**src/rtl/matrix_xform_pkg.sv**
```systemverilog
// rtl/matrix_xform_pkg.sv - shared codes for the forward/inverse 2D transform blocks
package matrix_xform_pkg;

    localparam int XF_FRAC_BITS = 8;

    localparam logic [1:0] XF_ROTATE    = 2'b00;
    localparam logic [1:0] XF_SCALE     = 2'b01;
    localparam logic [1:0] XF_TRANSLATE = 2'b10;
    localparam logic [1:0] XF_IDENTITY  = 2'b11;

    // 0/90/180 fit in param1[7:0]; 270 needs bit 8, so it is decoded from param1[8:0]
    localparam logic [7:0] ANG_0   = 8'd0;
    localparam logic [7:0] ANG_90  = 8'd90;
    localparam logic [7:0] ANG_180 = 8'd180;
    localparam logic [8:0] ANG_270 = 9'd270;

    localparam logic [2:0] ST_IDLE   = 3'd0;
    localparam logic [2:0] ST_EXEC   = 3'd1;
    localparam logic [2:0] ST_OUTPUT = 3'd2;
    localparam logic [2:0] ST_DIV_X  = 3'd3;
    localparam logic [2:0] ST_DIV_Y  = 3'd4;

endpackage

```
**src/rtl/serial_divider.sv**
```systemverilog
// rtl/serial_divider.sv - unsigned restoring divider, one quotient bit per cycle
module serial_divider #(
    parameter int DATA_WIDTH = 16,
    parameter int FRAC_BITS  = 8
) (
    input  logic                            clk,
    input  logic                            rst,
    input  logic                            start,
    input  logic [DATA_WIDTH+FRAC_BITS-1:0] dividend,
    input  logic [DATA_WIDTH:0]             divisor,
    output logic                            busy,
    output logic                            done,
    output logic [DATA_WIDTH+FRAC_BITS-1:0] quotient
);

    localparam int NW = DATA_WIDTH + FRAC_BITS;
    localparam int CW = $clog2(NW + 1);

    logic [NW-1:0]         q_reg;
    logic [DATA_WIDTH:0]   rem;
    logic [DATA_WIDTH:0]   dsr;
    logic [CW-1:0]         cnt;
    logic [DATA_WIDTH+1:0] shifted;
    logic [DATA_WIDTH+1:0] diff;

    // rem < dsr always holds, so the msb of diff is exactly the borrow
    assign shifted  = {rem, q_reg[NW-1]};
    assign diff     = shifted - {1'b0, dsr};
    assign quotient = q_reg;

    always_ff @(posedge clk) begin
        if (rst) begin
            q_reg <= '0;
            rem   <= '0;
            dsr   <= '0;
            cnt   <= '0;
            busy  <= 1'b0;
            done  <= 1'b0;
        end else if (start) begin
            q_reg <= dividend;
            rem   <= '0;
            dsr   <= divisor;
            cnt   <= '0;
            busy  <= 1'b1;
            done  <= 1'b0;
        end else if (busy) begin
            rem   <= diff[DATA_WIDTH+1] ? shifted[DATA_WIDTH:0] : diff[DATA_WIDTH:0];
            q_reg <= {q_reg[NW-2:0], ~diff[DATA_WIDTH+1]};
            cnt   <= cnt + 1'b1;
            if (cnt == CW'(NW - 1)) begin
                busy <= 1'b0;
                done <= 1'b1;
            end
        end
    end

endmodule

```
**src/rtl/matrix_inverse_transform.sv**
```systemverilog
// rtl/matrix_inverse_transform.sv - inverse of the 2D rotate/scale/translate transform
module matrix_inverse_transform
    import matrix_xform_pkg::*;
#(
    parameter int DATA_WIDTH = 16,
    parameter int FRAC_BITS  = XF_FRAC_BITS
) (
    input  logic                      clk,
    input  logic                      rst,
    input  logic                      start,
    input  logic [DATA_WIDTH-1:0]     x_in,
    input  logic [DATA_WIDTH-1:0]     y_in,
    input  logic [1:0]                transform_type,
    input  logic [DATA_WIDTH-1:0]     param1,
    input  logic [DATA_WIDTH-1:0]     param2,
    output logic [DATA_WIDTH-1:0]     x_out,
    output logic [DATA_WIDTH-1:0]     y_out,
    output logic [2*DATA_WIDTH-1:0]   combined_out,
    output logic                      transform_valid,
    output logic                      transform_done,
    output logic                      busy,
    output logic                      inv_error
);

    localparam int NW = DATA_WIDTH + FRAC_BITS;
    localparam logic [DATA_WIDTH-1:0] S_MAX = {1'b0, {(DATA_WIDTH-1){1'b1}}};
    localparam logic [DATA_WIDTH-1:0] S_MIN = {1'b1, {(DATA_WIDTH-1){1'b0}}};

    logic [2:0]            state;
    logic [1:0]            op_type;
    logic [DATA_WIDTH-1:0] xq, yq, p1_q, p2_q;
    logic [NW-1:0]         qx, qy;

    logic                  div_start, div_busy, div_done;
    logic [NW-1:0]         div_dividend, div_quotient;
    logic [DATA_WIDTH:0]   div_divisor;
    logic                  scale_go;

    function automatic logic [DATA_WIDTH-1:0] mag(input logic [DATA_WIDTH-1:0] v);
        return v[DATA_WIDTH-1] ? (~v + 1'b1) : v;
    endfunction

    // Magnitude quotient back to signed with clamping; 2^(DW-1) is representable only when negative
    function automatic logic [DATA_WIDTH-1:0] sat_q(input logic [NW-1:0] q, input logic neg);
        logic [NW-1:0] lim;
        lim = NW'(S_MIN);
        if (neg)
            return (q >= lim) ? S_MIN : -q[DATA_WIDTH-1:0];
        else
            return (q >= lim) ? S_MAX : q[DATA_WIDTH-1:0];
    endfunction

    assign busy     = (state != ST_IDLE);
    assign scale_go = start && (transform_type == XF_SCALE) && (param1 != '0);

    // x division launches straight from the live inputs so it overlaps the operand latch
    always_comb begin
        div_start    = 1'b0;
        div_dividend = {mag(yq), {FRAC_BITS{1'b0}}};
        div_divisor  = {1'b0, mag(p1_q)};
        if (state == ST_IDLE) begin
            div_start    = scale_go;
            div_dividend = {mag(x_in), {FRAC_BITS{1'b0}}};
            div_divisor  = {1'b0, mag(param1)};
        end else if (state == ST_DIV_X) begin
            div_start    = div_done && !div_busy;
        end
    end

    serial_divider #(
        .DATA_WIDTH (DATA_WIDTH),
        .FRAC_BITS  (FRAC_BITS)
    ) u_div (
        .clk      (clk),
        .rst      (rst),
        .start    (div_start),
        .dividend (div_dividend),
        .divisor  (div_divisor),
        .busy     (div_busy),
        .done     (div_done),
        .quotient (div_quotient)
    );

    always_ff @(posedge clk) begin
        if (rst) begin
            state           <= ST_IDLE;
            op_type         <= XF_IDENTITY;
            xq              <= '0;
            yq              <= '0;
            p1_q            <= '0;
            p2_q            <= '0;
            qx              <= '0;
            qy              <= '0;
            x_out           <= '0;
            y_out           <= '0;
            combined_out    <= '0;
            transform_valid <= 1'b0;
            transform_done  <= 1'b0;
            inv_error       <= 1'b0;
        end else begin
            transform_valid <= 1'b0;
            case (state)
                ST_IDLE: begin
                    if (start) begin
                        op_type        <= transform_type;
                        xq             <= x_in;
                        yq             <= y_in;
                        p1_q           <= param1;
                        p2_q           <= param2;
                        transform_done <= 1'b0;
                        state          <= scale_go ? ST_DIV_X : ST_EXEC;
                    end
                end
                ST_DIV_X: begin
                    if (div_done && !div_busy) begin
                        qx    <= div_quotient;
                        state <= ST_DIV_Y;
                    end
                end
                ST_DIV_Y: begin
                    if (div_done && !div_busy) begin
                        qy    <= div_quotient;
                        state <= ST_EXEC;
                    end
                end
                ST_EXEC: begin
                    x_out <= xq;
                    y_out <= yq;
                    case (op_type)
                        XF_ROTATE: begin
                            if (p1_q[7:0] == ANG_90) begin
                                x_out <= yq;
                                y_out <= -xq;
                            end else if (p1_q[7:0] == ANG_180) begin
                                x_out <= -xq;
                                y_out <= -yq;
                            end else if (p1_q[7:0] != ANG_0 && p1_q[8:0] == ANG_270) begin
                                x_out <= -yq;
                                y_out <= xq;
                            end
                        end
                        XF_SCALE: begin
                            if (p1_q != '0) begin
                                x_out <= sat_q(qx, xq[DATA_WIDTH-1] ^ p1_q[DATA_WIDTH-1]);
                                y_out <= sat_q(qy, yq[DATA_WIDTH-1] ^ p1_q[DATA_WIDTH-1]);
                            end
                        end
                        XF_TRANSLATE: begin
                            x_out <= xq - p1_q;
                            y_out <= yq - p2_q;
                        end
                        default: ;
                    endcase
                    state <= ST_OUTPUT;
                end
                ST_OUTPUT: begin
                    combined_out    <= {y_out, x_out};
                    transform_valid <= 1'b1;
                    transform_done  <= 1'b1;
                    inv_error       <= (op_type == XF_SCALE) && (p1_q == '0);
                    state           <= ST_IDLE;
                end
                default: state <= ST_IDLE;
            endcase
        end
    end

endmodule

```
**config.mk**
```make
export PLATFORM = sky130hd
export DESIGN_NAME = matrix_inverse_transform
export DESIGN_NICKNAME = d
export VERILOG_FILES = /design/src/rtl/matrix_xform_pkg.sv /design/src/rtl/serial_divider.sv /design/src/rtl/matrix_inverse_transform.sv
export SDC_FILE = /design/constraint.sdc
export NUM_CORES = 1
export LEC_CHECK = 0
export ABC_CLOCK_PERIOD_IN_PS = 4000
export CAP_MARGIN = 40
export CORE_UTILIZATION = 33
export CTS_CLUSTER_SIZE = 20
export DETAILED_ROUTE_END_ITERATION = 8
export PLACE_DENSITY = 0.53
export SLEW_MARGIN = 20
export SYNTH_ARGS = -nofsm -noshare
export SYNTH_HDL_FRONTEND = slang
export SYNTH_HIERARCHICAL = 1
export SYNTH_SLANG_ARGS = --single-unit
```
**constraint.sdc**
```tcl
create_clock -name clk -period 4 [get_ports clk]
set_clock_uncertainty 0.15 [all_clocks]
set_input_delay 0.6 -clock clk [delete_from_list [all_inputs] [get_ports clk]]
set_output_delay 0.6 -clock clk [all_outputs]
set_load 0.01 [all_outputs]
```
# Yosys cells after proc, flatten, opt, wreduce, memory -nomap -nowiden
# Index checks and enable logic that the tools add are counted.
# classes
n_eq_ne,14
order_cmp,2
bitwise,7
mux,38
addsub,12
n_reduce_logical,22
# ops
cell,n
two-way mux 16 bit,19
case mux 16 bit (3 select lines),2
two-way mux 24 bit,3
"adder 16 x 1 -> 16 bit, second input constant",4
negation 16 bit,4
NOT 16 bit,4
">= comparator 24 x 16 -> 1 bit, second input constant",2
nonzero test 16 bit,2
subtractor 16 bit,2
subtractor 18 x 17 -> 18 bit,1
two-way mux 17 bit,1
logical NOT 16 bit,1
case mux 3 bit (4 select lines),1
AND reduction 2 bit,5
"equality test 9 bit, second input constant",1
two-way mux 3 bit,3
"equality test 8 x 7 -> 1 bit, second input constant",1
"equality test 8 bit, second input constant",1
nonzero test 8 bit,1
two-way mux 1 bit,7
"equality test 3 x 2 -> 1 bit, second input constant",2
"adder 5 x 1 -> 5 bit, second input constant",1
"equality test 5 bit, second input constant",1
logical AND 1 bit,5
other kinds (17),21
# totals
reg_bits,249
out_inout_bits,68

# Logic depth before layout (Yosys ltp)
# Gate-level depths: netlist of the first run.
# logic_depth
word_depth,6
ltp_mapped,12

# Modules after synthesis
# The synthesis of the first run kept the hierarchy.
# modules_own_cells
module,area_each_um2,cells_each,n_inst
matrix_inverse_transform,12710.9,1833,1
serial_divider,3632.2,433,1

# Least setup slack after synthesis of the first run
# No wires, ideal clock.
# synth_path
path_kind,input port to flip-flop
startpoint,in param1[2]
endpoint,reg u_div.rem[0]
arrival_time_ns,2.904
slack_ns,0.851
setup_time_ns,0.095
cell_stages,9
path_cell_list,nor4_1 -> nand3_1 -> or4_1 -> nand4b_1 -> nand2_1 -> or2_2 -> clkbuf_1 -> or4_1 -> o311ai_1
# synth_between
elab_chain_cells,4
# synth_rtl
element,line_no,rtl
"start, declared",matrix_inverse_transform.sv:14,"input logic [DATA_WIDTH-1:0] param1,"
nonzero test 16 bit,matrix_inverse_transform.sv:54,assign scale_go = start && (transform_type == XF_SCALE) && (param1 != '0);
logical AND 1 bit,matrix_inverse_transform.sv:54,
two-way mux 1 bit,matrix_inverse_transform.sv:61,if (state == ST_IDLE) begin
named net div_start,matrix_inverse_transform.sv:34,"logic div_start, div_busy, div_done;"
OR reduction 2 bit (no source line),--,
"end signal, assigned",serial_divider.sv:47,rem <= diff[DATA_WIDTH+1] ? shifted[DATA_WIDTH:0] : diff[DATA_WIDTH:0];
"end, declared",serial_divider.sv:20,logic [DATA_WIDTH:0] rem;
# The timed path passes the listed nets, and every way through them passes these cells.
# A chain may end at the register's enable or synchronous reset.

# Worst setup path in the final report of the first run
# layout_path
startpoint,reg p1_q[0]
endpoint,reg y_out[8]
# layout_between
elab_chain_cells,6
word_cells_on_any_way,11
# layout_rtl
element,line_no,rtl
"start, declared",matrix_inverse_transform.sv:31,"logic [DATA_WIDTH-1:0] xq, yq, p1_q, p2_q;"
"start signal, assigned",matrix_inverse_transform.sv:108,p1_q <= param1;
equality test 9 bit / nonzero test 8 bit (equally long branches),matrix_inverse_transform.sv:137,end else if (p1_q[7:0] != ANG_0 && p1_q[8:0] == ANG_270) begin
logical AND 1 bit,matrix_inverse_transform.sv:137,
two-way mux 16 bit,matrix_inverse_transform.sv:137,
two-way mux 16 bit,matrix_inverse_transform.sv:134,end else if (p1_q[7:0] == ANG_180) begin
two-way mux 16 bit,matrix_inverse_transform.sv:131,if (p1_q[7:0] == ANG_90) begin
case mux 16 bit (3 select lines) (*),matrix_inverse_transform.sv:129,case (op_type)
"end signal, assigned",matrix_inverse_transform.sv:133,y_out <= -xq;
"end signal, assigned",matrix_inverse_transform.sv:136,y_out <= -yq;
"end signal, assigned",matrix_inverse_transform.sv:139,y_out <= xq;
"end, declared",matrix_inverse_transform.sv:17,"output logic [DATA_WIDTH-1:0] y_out,"
# Mark *: on every way between the ends. The rest lies on a longest branch, timed or not.

==> flow_summary.toml, run 1 <==
[clocking]
clkLatencyLatePin_ns = 0.59
cts_buffer_depth = 3
clock_sinks = 249
cts.hold.buffers_added = 0
cts_buffers = 31
path_clk_slew_ns = 0.06
htreeDepth = 1
post_cts_resized = 0
clockRootBuffer = "clkbuf_16"
cts_tree = "yes"
cts_setup_buffers = 0

[finish]
layout_commonest_cell = "nand2_1"
mostFrequentLayoutCells = "nand2_1 (454), a21oi_1 (266), dfxtp_1 (248)"
area_delta_synth_final_pct = 21.0
nets = 2490
antenna-diode-count = 0
nFillCells = 5210
layout-drive-gt1-share_pct = 8.17
final_util_pct = 40.5
final_area_sq_um = 19800
multi_input_area_sq_um = 10500
ff_latch_area_sq_um = 4990

[synthesis]
synth_top_family_by_area = "simple AND/OR/NAND/NOR gates"
synthAdderAreaFrac_pct = 4.73
synthMuxAreaShare_pct = 3.60
synthFlopType = "dfxtp_1"
postSynthAreaPerCell_sq_um = 7.21
synth_top_area_cell = "dfxtp_1"
async_flop_share_pct = 0
synth_edf_count = 0
synth_cell_type_count = 90
synth_area_leaders = "dfxtp_1 (31%), nand2_1 (10%), a21oi_1 (8.1%)"
synthSimpleGateAreaFrac_pct = 25.1
yosysTopAreaCellShare_pct = 30.5
synth_area_sq_um = 16300
ys.warnings.count = 6
syn_inst = 2266
synth_compound_area_share_pct = 24.2
ys_seq_area_share_pct = 30.5
synth-xor-area-share_pct = 5.99
ys_seq_elements = 249

[critical_path]
cp-start-kind = "register"
path_delay_family = "compound AO/OA/AOI/OAI gates"
cp.required_ns = 4.31
path_cells = "inv_1 > ha_1 > nor3b_1 > nand4_1 > o21ai_2 > buf_4 > nor2_1 > a2111oi_0 > buf_4 > a211oi_1"
arrival_ns = 3.77
path_class = "reg2reg"
slowest_stage = "a2111oi_0"
crit_path_max_fanout = 8
setup.worst_path.end_class = "register"
path_common_cell = "buf_4"
path_buf_inv = 3
max_stage_delay_ns = 0.61

[timing]
slew_headroom_pct = 43.7
whs_ns = 0.302
setup_tns_ns = 0
tightest_slew_ns = 0.845
fin_crit_ns = 3.46
timing_hold_violations_final = 0
slew_viol_final = 0
fmax_mhz = 289
finalSetupViolations = 0
fin_crit_sh_pct = 86.5
rsz0062_at_grt = "no"

[outcome]
status = "complete, no violations"

[placement]
dpl.hpwl_um = 47500
place_area_sq_um = 18600
gp_congestion = 0.948
io_buffer_count = 136

[pwr]
fin_total_pwr_w = 0.00805
vdd_drop_max_uv = 271
total_leakage_power_nw = 7.19
cellPowerDensity_nw_per_um2 = 407

[drt]
dr.pass1.iters = 5
wl_um = 62600
drt-initial-drc-count = 1410
vias = 16749
via_per_inst = 5.49
detail_route.wl_per_cell_um = 20.5
ant_nets = 0
route.detailed.drc = 0

[floorplan]
start_util_pct = 33.5
rows = 81
core_sq_um = 48800
die_x_um = 225
fp.dieH_um = 225
io_pins = 137
dieArea_sq_um = 50400

[global_route]
grt.met1_usage_pct = 34.4
use_met3_pct = 3.85
grt_max_degree = 104
grt_pass1_wl_um = 94500
gr-usage-met2_pct = 36.4
antenna_found_initial = 1
grt_use_total_pct = 24.3
gr-total-overflow = 0
busiest_layer = "met2"
grt_pass1_vias = 15376

[worst_hold_path]
hold_path_class = "reg2reg"

[run]
cap_violations = 0
-- area by class of cell --
| type | count | share of cell area, % |
|---|---|---|
| clock inverters | 18 | 1.49 |
| clock buffers | 40 | 4.35 |
| repair buffers | 222 | 10.4 |
| well taps | 664 | 4.20 |
| flip-flops and latches | 249 | 25.2 |
| inverters | 73 | 1.39 |
| multi-input cells | 1784 | 53.0 |
-- stage by stage --
step,worst slack [ns],std cells
6_report,0.540,3050
5_1_grt,0.303,3050
4_1_cts,0.561,3048
3_5_place_dp,0.229,2990
3_3_place_gp,0.275,2985
2_1_floorplan,0.851,2274
-- registers in the layout (all words and copies together), names as in the netlist --
name,flops
inv_error,1
u_div/done,1
transform_valid,1
transform_done,1
u_div/cnt,5
qy,24
x_out,16
y_out,16
u_div/dsr,17
u_div/busy,1
u_div/rem,17
u_div/quotient,24
p1_q,16
combined_out,32
p2_q,16
yq,16
state,3
op_type,2
qx,24
xq,16
-- path summary, 6_finish.rpt --
kind	startpoint	end	slack (ns)	cells past startpoint
hold / removal	combined_out[31]	combined_out[31]	0.30	2
hold reg to reg	combined_out[31]	combined_out[31]	0.30	2
setup reg to reg	p1_q[0]	y_out[8]	0.54	10
setup / recovery	p1_q[0]	y_out[8]	0.54	10
-- cell usage after synthesis (24+ instances only) --
library cell	count
a21o_1	27
a21oi_1	266
a31oi_1	33
clkbuf_1	137
dfxtp_1	249
ha_1	57
inv_1	73
mux2i_1	52
nand2_1	456
nand3_1	37
nor2_1	195
nor3_1	54
nor4_1	24
o21ai_0	114
xnor2_1	67
xor2_1	41
-- routing by layer --
metal,part of all wire (%),vias up,wire length [um]
li1,-,8144,-
met1,47,7929,29400
met2,43,564,26700
met3,6.1,110,3790
met4,4.3,2,2660
met5,0.021,-,13
-- power breakdown --
group | total [W] | internal [W] | switching [W]
registers | 0.00276 | 0.00259 | 0.000164
clock network | 0.00314 | 0.00197 | 0.00116
logic | 0.00216 | 0.000843 | 0.00131
total | 0.00805 | 0.00541 | 0.00264
-- worst register-to-register path, cell delays in order (launching register included) --
cell	delay (ns)
dfxtp_1	0.33
inv_1	0.11
ha_1	0.21
nor3b_1	0.35
nand4_1	0.42
o21ai_2	0.52
buf_4	0.27
nor2_1	0.06
a2111oi_0	0.61
buf_4	0.22
a211oi_1	0.06
-- kinds of logic after synthesis --
kind of cell	count (synthesis)
AO/OA/AOI/OAI	633
XOR/XNOR	110
adder cells (fa/ha/maj)	60
buffers and inverters	241
flip-flops	249
multiplexers	58
other	1
AND/OR/NAND/NOR	914
Note: power is estimated with default switching activity, not from simulation.
==> inputs of run 2 (changes only) <==
--- a/config.mk
+++ b/config.mk
@@ -11,6 +11,7 @@
 export CTS_CLUSTER_SIZE = 20
 export DETAILED_ROUTE_END_ITERATION = 8
 export PLACE_DENSITY = 0.53
+export SKIP_LAST_GASP = 1
 export SLEW_MARGIN = 20
 export SYNTH_ARGS = -nofsm -noshare
 export SYNTH_HDL_FRONTEND = slang
==> results of run 2 <==
Same layout as run 1: the final DEF is identical, and so are final timing and power.
==> inputs of run 3 (changes only) <==
--- a/config.mk
+++ b/config.mk
@@ -8,7 +8,7 @@
 export ABC_CLOCK_PERIOD_IN_PS = 4000
 export CAP_MARGIN = 40
 export CORE_UTILIZATION = 33
-export CTS_CLUSTER_SIZE = 20
+export CTS_CLUSTER_SIZE = 8
 export DETAILED_ROUTE_END_ITERATION = 8
 export PLACE_DENSITY = 0.53
 export SKIP_LAST_GASP = 1
==> run 3 against run 2 <==
Fmax decreased by 0.84%. Via count decreased by 0.42%. Combinational power about the same. Sequential share of layout area increased by 0.053 points. First-iteration DRC count increased by 3.7%.
==> flow_summary.toml, run 3 (synthesis results as in run 1) <==
[pwr]
clock_power_share_pct = 38.3
internal-power_w = 0.00529
switching_share_pct = 33.5
comb_power_share_pct = 27.0
fin_total_pwr_w = 0.00796
seqPwrFrac_pct = 34.7
p_sw_w = 0.00267
total_leakage_power_nw = 7.16
cellPowerDensity_nw_per_um2 = 403
vdd_drop_max_uv = 311

[critical_path]
cp-start-kind = "register"
path_class = "reg2reg"
crit_path_max_fanout = 8
rrSetupSlack_ns = 0.51
setup.worst_path.end_class = "register"
rr_startpoint = "p1_q[0]"
r2r_end = "y_out[8]"
arrival_ns = 3.77
cp.required_ns = 4.28
reg2reg_depth = 10

[timing]
timing_hold_violations_final = 0
fin_crit_sh_pct = 87.2
slew_headroom_pct = 42.7
rsz0062_at_grt = "no"
setup_tns_ns = 0
slew_viol_final = 0
fin_crit_ns = 3.49
tightest_slew_ns = 0.852
finalSetupViolations = 0
fmax_mhz = 287

[clocking]
cts.hold.buffers_added = 0
cts_buffer_depth = 3
cts_tree = "yes"
post_cts_resized = 0
cts_setup_buffers = 0
clockRootBuffer = "clkbuf_16"
path_clk_slew_ns = 0.05
cts_buffers = 38
clkLatencyLatePin_ns = 0.57
clock_sinks = 249
htreeDepth = 2

[drt]
wl_met2_um = 27000
routedLengthMet1_um = 28900
detail_route.wl_per_cell_um = 20.6
wl_um = 62600
dr_wl_met3_um = 4130
drt-initial-drc-count = 1462
vias = 16679
via_per_inst = 5.49
route.detailed.drc = 0
ant_nets = 0
top_layer = "met5"
dr.pass1.iters = 6

[global_route]
grt_pass1_vias = 15405
grt_use_total_pct = 24.5
grt_pass1_wl_um = 94800
grt_max_degree = 104
antenna_found_initial = 1
gr-total-overflow = 0

[worst_hold_path]
hold_path_class = "reg2reg"
hold_depth = 2
min_to = "combined_out[10]"
hold_start = "combined_out[10]"

[floorplan]
fp.dieH_um = 225
die_x_um = 225
start_util_pct = 33.5
rows = 81
io_pins = 137
dieArea_sq_um = 50400
core_sq_um = 48800

[finish]
layout_commonest_cell = "nand2_1"
area_delta_synth_final_pct = 20.7
mostFrequentLayoutCells = "nand2_1 (454), a21oi_1 (266), dfxtp_1 (248)"
regMostFlops = "combined_out"
antenna-diode-count = 0
largest_register_ffs = 32
layout-drive-gt1-share_pct = 7.84
nets = 2497

[placement]
dpl.hpwl_um = 47500
gp_congestion = 0.948
io_buffer_count = 136

[outcome]
status = "complete, no violations"

[run]
cap_violations = 0
run 3: cell count changes in the layout (fill, tap and decap cells not counted), sizes merged:
cell / before / now
clkbuf: 40 / 39
bufinv: 7 / 2
clkinv: 7 / 2
inv: 76 / 74
run 3: metrics by stage:
step | cell area (sq um) | hold WS (ns) | std cells | utilization [%] | setup WS (ns)
after floorplan | 16400 | 0.286 | 2274 | - | 0.851
after global placement | 18500 | 0.293 | 2985 | 37.9 | 0.275
after detailed placement | 18600 | 0.296 | 2990 | 38.0 | 0.229
after CTS | 19700 | 0.302 | 3035 | 40.3 | 0.587
after global routing | 19700 | 0.319 | 3037 | 40.4 | 0.282
final | 19700 | 0.301 | 3037 | 40.4 | 0.511
run 3: cell type report:
| cell class | instances | area, sq um |
|---|---|---|
| Clock buffer | 39 | 965 |
| Sequential cell | 249 | 4990 |
| Clock inverter | 6 | 148 |
| Fill cell | 5201 | 29100 |
| Multi-Input combinational cell | 1784 | 10500 |
| Inverter | 73 | 274 |
| Tap cell | 664 | 831 |
| Timing Repair Buffer | 222 | 2060 |
run 3: worst max-delay path, stage by stage, from the launching register on:
cell       delay, ns
dfxtp_1         0.33
inv_1           0.10
ha_1            0.21
nor3b_1         0.34
nand4_1         0.42
o21ai_2         0.51
buf_4           0.27
nor2_1          0.06
a2111oi_0       0.66
buf_4           0.23
a211oi_1        0.06
run 3: worst max path at each step:
stage / startpoint / to / slack, ns / depth (start not counted)
floorplan: param1[2] / u_div/rem[0] / 0.85 / 9
global placement: param1[2] / u_div/rem[0] / 0.27 / 10
detailed placement: param1[2] / u_div/rem[0] / 0.23 / 10
CTS: p1_q[0] / y_out[8] / 0.59 / 10
global route: p1_q[0] / y_out[8] / 0.28 / 10
finish: p1_q[0] / y_out[8] / 0.51 / 10
run 3: power groups by stage:
stage | Sequential [W] | Combinational [W] | Clock (W)
after detailed placement | 0.00281 | 0.00211 | 0
after global placement | 0.00280 | 0.00210 | 0
after CTS | 0.00276 | 0.00213 | 0.00313
after global routing | 0.00277 | 0.00234 | 0.00323
after floorplan | 0.00274 | 0.00142 | 0
final | 0.00276 | 0.00215 | 0.00305
run 3: layer usage:
layer,vias up,global-route usage (%)
met5,-,0
met4,2,10.6
met3,111,3.88
met2,578,36.8
met1,7850,34.5
li1,8138,-
==> RTL edit (config.mk and constraints of run 3) <==
Put one more register stage on the output `y_out`, cleared by the reset. The value now appears one clock later. The other outputs are not delayed to match.
--- a/src/rtl/matrix_inverse_transform.sv
+++ b/src/rtl/matrix_inverse_transform.sv
@@ -25,6 +25,8 @@
     localparam int NW = DATA_WIDTH + FRAC_BITS;
     localparam logic [DATA_WIDTH-1:0] S_MAX = {1'b0, {(DATA_WIDTH-1){1'b1}}};
     localparam logic [DATA_WIDTH-1:0] S_MIN = {1'b1, {(DATA_WIDTH-1){1'b0}}};
+
+    logic [DATA_WIDTH-1:0] y_s0;
 
     logic [2:0]            state;
     logic [1:0]            op_type;
@@ -92,7 +94,7 @@
             qx              <= '0;
             qy              <= '0;
             x_out           <= '0;
-            y_out           <= '0;
+            y_s0            <= '0;
             combined_out    <= '0;
             transform_valid <= 1'b0;
             transform_done  <= 1'b0;
@@ -125,36 +127,36 @@
                 end
                 ST_EXEC: begin
                     x_out <= xq;
-                    y_out <= yq;
+                    y_s0 <= yq;
                     case (op_type)
                         XF_ROTATE: begin
                             if (p1_q[7:0] == ANG_90) begin
                                 x_out <= yq;
-                                y_out <= -xq;
+                                y_s0 <= -xq;
                             end else if (p1_q[7:0] == ANG_180) begin
                                 x_out <= -xq;
-                                y_out <= -yq;
+                                y_s0 <= -yq;
                             end else if (p1_q[7:0] != ANG_0 && p1_q[8:0] == ANG_270) begin
                                 x_out <= -yq;
-                                y_out <= xq;
+                                y_s0 <= xq;
                             end
                         end
                         XF_SCALE: begin
                             if (p1_q != '0) begin
                                 x_out <= sat_q(qx, xq[DATA_WIDTH-1] ^ p1_q[DATA_WIDTH-1]);
-                                y_out <= sat_q(qy, yq[DATA_WIDTH-1] ^ p1_q[DATA_WIDTH-1]);
+                                y_s0 <= sat_q(qy, yq[DATA_WIDTH-1] ^ p1_q[DATA_WIDTH-1]);
                             end
                         end
                         XF_TRANSLATE: begin
                             x_out <= xq - p1_q;
-                            y_out <= yq - p2_q;
+                            y_s0 <= yq - p2_q;
                         end
                         default: ;
                     endcase
                     state <= ST_OUTPUT;
                 end
                 ST_OUTPUT: begin
-                    combined_out    <= {y_out, x_out};
+                    combined_out    <= {y_s0, x_out};
                     transform_valid <= 1'b1;
                     transform_done  <= 1'b1;
                     inv_error       <= (op_type == XF_SCALE) && (p1_q == '0);
@@ -165,5 +167,13 @@
         end
     end
 
+    always_ff @(posedge clk) begin
+        if (rst) begin
+            y_out <= '0;
+        end else begin
+            y_out <= y_s0;
+        end
+    end
+
 endmodule
 
Function: changed (a bounded check fails within 4 cycles, from zero or initial values and one cycle with rst high).
==> RTL edit against run 3 <==
Worst hold slack got worse by 0.046 ns; die area rose by 1.5%; wire length is 2.6% lower; final cell count is 0.33% lower; sequential cell count rose by 16; global-route usage decreased by 1.1 points; count of clock-buffer cells in the layout up 9; worst setup slack got worse by 0.039 ns; power up 2.9%; synthesized area is 1.5% higher; fmax fell by 1.1%; via count up 0.77%; cell area increased by 0.84%; critical endpoint is now y_s0[13]; largest cell class unchanged; largest power group unchanged; highest routed layer unchanged.
==> RTL edit: results (changes against run 3) <==
# nets final: 2483 (-0.56%)
Placer Congestion: 0.9620 (+1.5%)
Clock transition at path regs: 0.05 ns (about the same)
WHS Path Cells: 2 (unchanged)
Port-buffer cells: 136 (unchanged)
Post-synth EDFFs: 0 (unchanged)
r2r setup slk: 0.47 ns (-0.04 ns)
worst skew pair latency: 0.57 ns (about the same)
Clock Tree Buf Depth: 3 (unchanged)
vias in the first global route: 15345 (-0.39%)
Syn. warnings: 6 (unchanged)
post-DP HPWL: 45.59 mm (-4.0%)
Filler Cells Inserted: 5181 (-0.38%)
R2R Path Start: p1_q[1]
H-tree levels: 2 (unchanged)
slew margin rel.: 0.3982 (-0.02846)
Distinct cells, synth: 91 (+1.1%)
status: completed
peak fanout along the critical path: 10 (+2)
total vias in the final route: 16807 (+0.77%)
worst r2r dst: y_s0[13]
initial antenna violation count: 2 (+1)
Post-CTS Setup Inserts: 0 (unchanged)
largest register by flop count: combined_out
Commonest cells post-synth: nand2_1, dfxtp_1, a21oi_1
global-route wire length before repair: 92.22 mm (-2.7%)
number of CTS-inserted buffers: 40 (+5.3%)
max reg flops: 32 (unchanged)
Starting DRT DRC Count: 1459 (-0.21%)
sequential fraction of the synthesis area: 0.3197 (+0.01473)
type of the most critical hold path: in -> reg
DR pass1 iterations: 7 (+1)
final WL: 60.97 mm (-2.6%)
sink of the worst hold path: transform_valid
Root Driver: clkbuf_16
async set-reset flop share out of synthesis: 0 (unchanged)
gr usage total: 0.2348 (-0.01054)
min-delay src: rst
Peak VDD IR: 0.0004762 V (+53%)
largest net degree at the start of global routing: 124 (+19%)
ant diodes: 0 (unchanged)
Register-to-Register Path Depth: 10 (unchanged)
share of cells above drive strength 1: 0.07152 (-0.006863)
Static Leakage: 7.290 nW (+1.8%)
Resize count post-CTS: 0 (unchanged)
top post-synthesis cells by area: dfxtp_1, nand2_1, a21oi_1, ha_1, nor2_1
RTL edit: changes by cell type after synthesis, sizes merged, moves of 6 or more:
cell,before,now
nor2b,11,32
nand2,464,447
dfxtp,249,265
or3,19,35
nor2,195,180
a311oi,19,9
nor3,55,45
xor2,42,51
a21o,27,19
nor4,27,20
a221oi,21,27
nor3b,10,4
o221a,0,6
RTL edit: cell families (layout without fill, tap and decap cells):
logic type               Yosys count  in the layout  synth area share
adder cells (fa/ha/maj)           60             60           0.04660
buffers and inverters            243            332           0.05731
AO/OA/AOI/OAI                    636            636            0.2390
other                              1              9         0.0002260
AND/OR/NAND/NOR                  893            893            0.2434
multiplexers                      52             52           0.03152
flip-flops                       265            265            0.3197
XOR/XNOR                         116            116           0.06214
RTL edit: through the flow:
stage,util,worst slack (ns),instance area (sq um),hold WS (ns),cells
2_1_floorplan,-,0.8494,16620,0.2808,2274
3_3_place_gp,0.3792,0.3145,18680,0.2899,2971
3_5_place_dp,0.3803,0.2609,18730,0.2943,2976
4_1_cts,0.4040,0.4584,19900,0.2369,3027
5_1_grt,0.4040,0.2585,19900,0.2557,3027
6_report,0.4040,0.4713,19900,0.2550,3027
RTL edit: worst max-delay path, stage by stage, from the launching register on:
cell       delay, ns
dfxtp_1         0.36
inv_1           0.14
ha_1            0.22
or4b_1          0.55
nor4_2          0.31
buf_4           0.19
or2_1           0.44
nor2_1          0.10
a2111oi_0       0.65
buf_4           0.22
a31oi_1         0.07
RTL edit: how the worst max path moves through the flow:
stage               from            end  slack [ns]  depth (start not counted)
2_1_floorplan  param1[2]   u_div/rem[0]        0.85                          9
3_3_place_gp   param1[6]  u_div/rem[12]        0.31                         11
3_5_place_dp   param1[6]   u_div/rem[8]        0.26                         11
4_1_cts          p1_q[1]       y_s0[13]        0.46                         10
5_1_grt          p1_q[1]       y_s0[13]        0.26                         10
6_report         p1_q[1]       y_s0[13]        0.47                         10
RTL edit: layout make-up:
cell class | instances | area, sq um | share of cell area
inverter | 72 | 270.3 | 0.01358
timing repair buffer | 209 | 1938 | 0.09740
clock inverter | 3 | 76.32 | 0.003836
sequential | 265 | 5306 | 0.2667
multi-input combinational | 1766 | 10390 | 0.5219
clock buffer | 48 | 1092 | 0.05489
tap | 664 | 830.8 | 0.04175
RTL edit: power breakdown:
part / internal [mW] / total (mW) / leakage, nW / switching, mW
clock: 1.96 / 3.21 / 0.570 / 1.24
combinational: 0.812 / 2.05 / 4.56 / 1.24
sequential: 2.76 / 2.93 / 2.15 / 0.167
total: 5.54 / 8.19 / 7.29 / 2.65
RTL edit: layer usage:
layer  up-vias  GRT usage  wire length [um]
li1       8106          -                 -
met1      7941     0.3328             28230
met2       653     0.3636             26320
met3       103    0.03383              4684
met4         4    0.07411              1710
met5         -          0                25
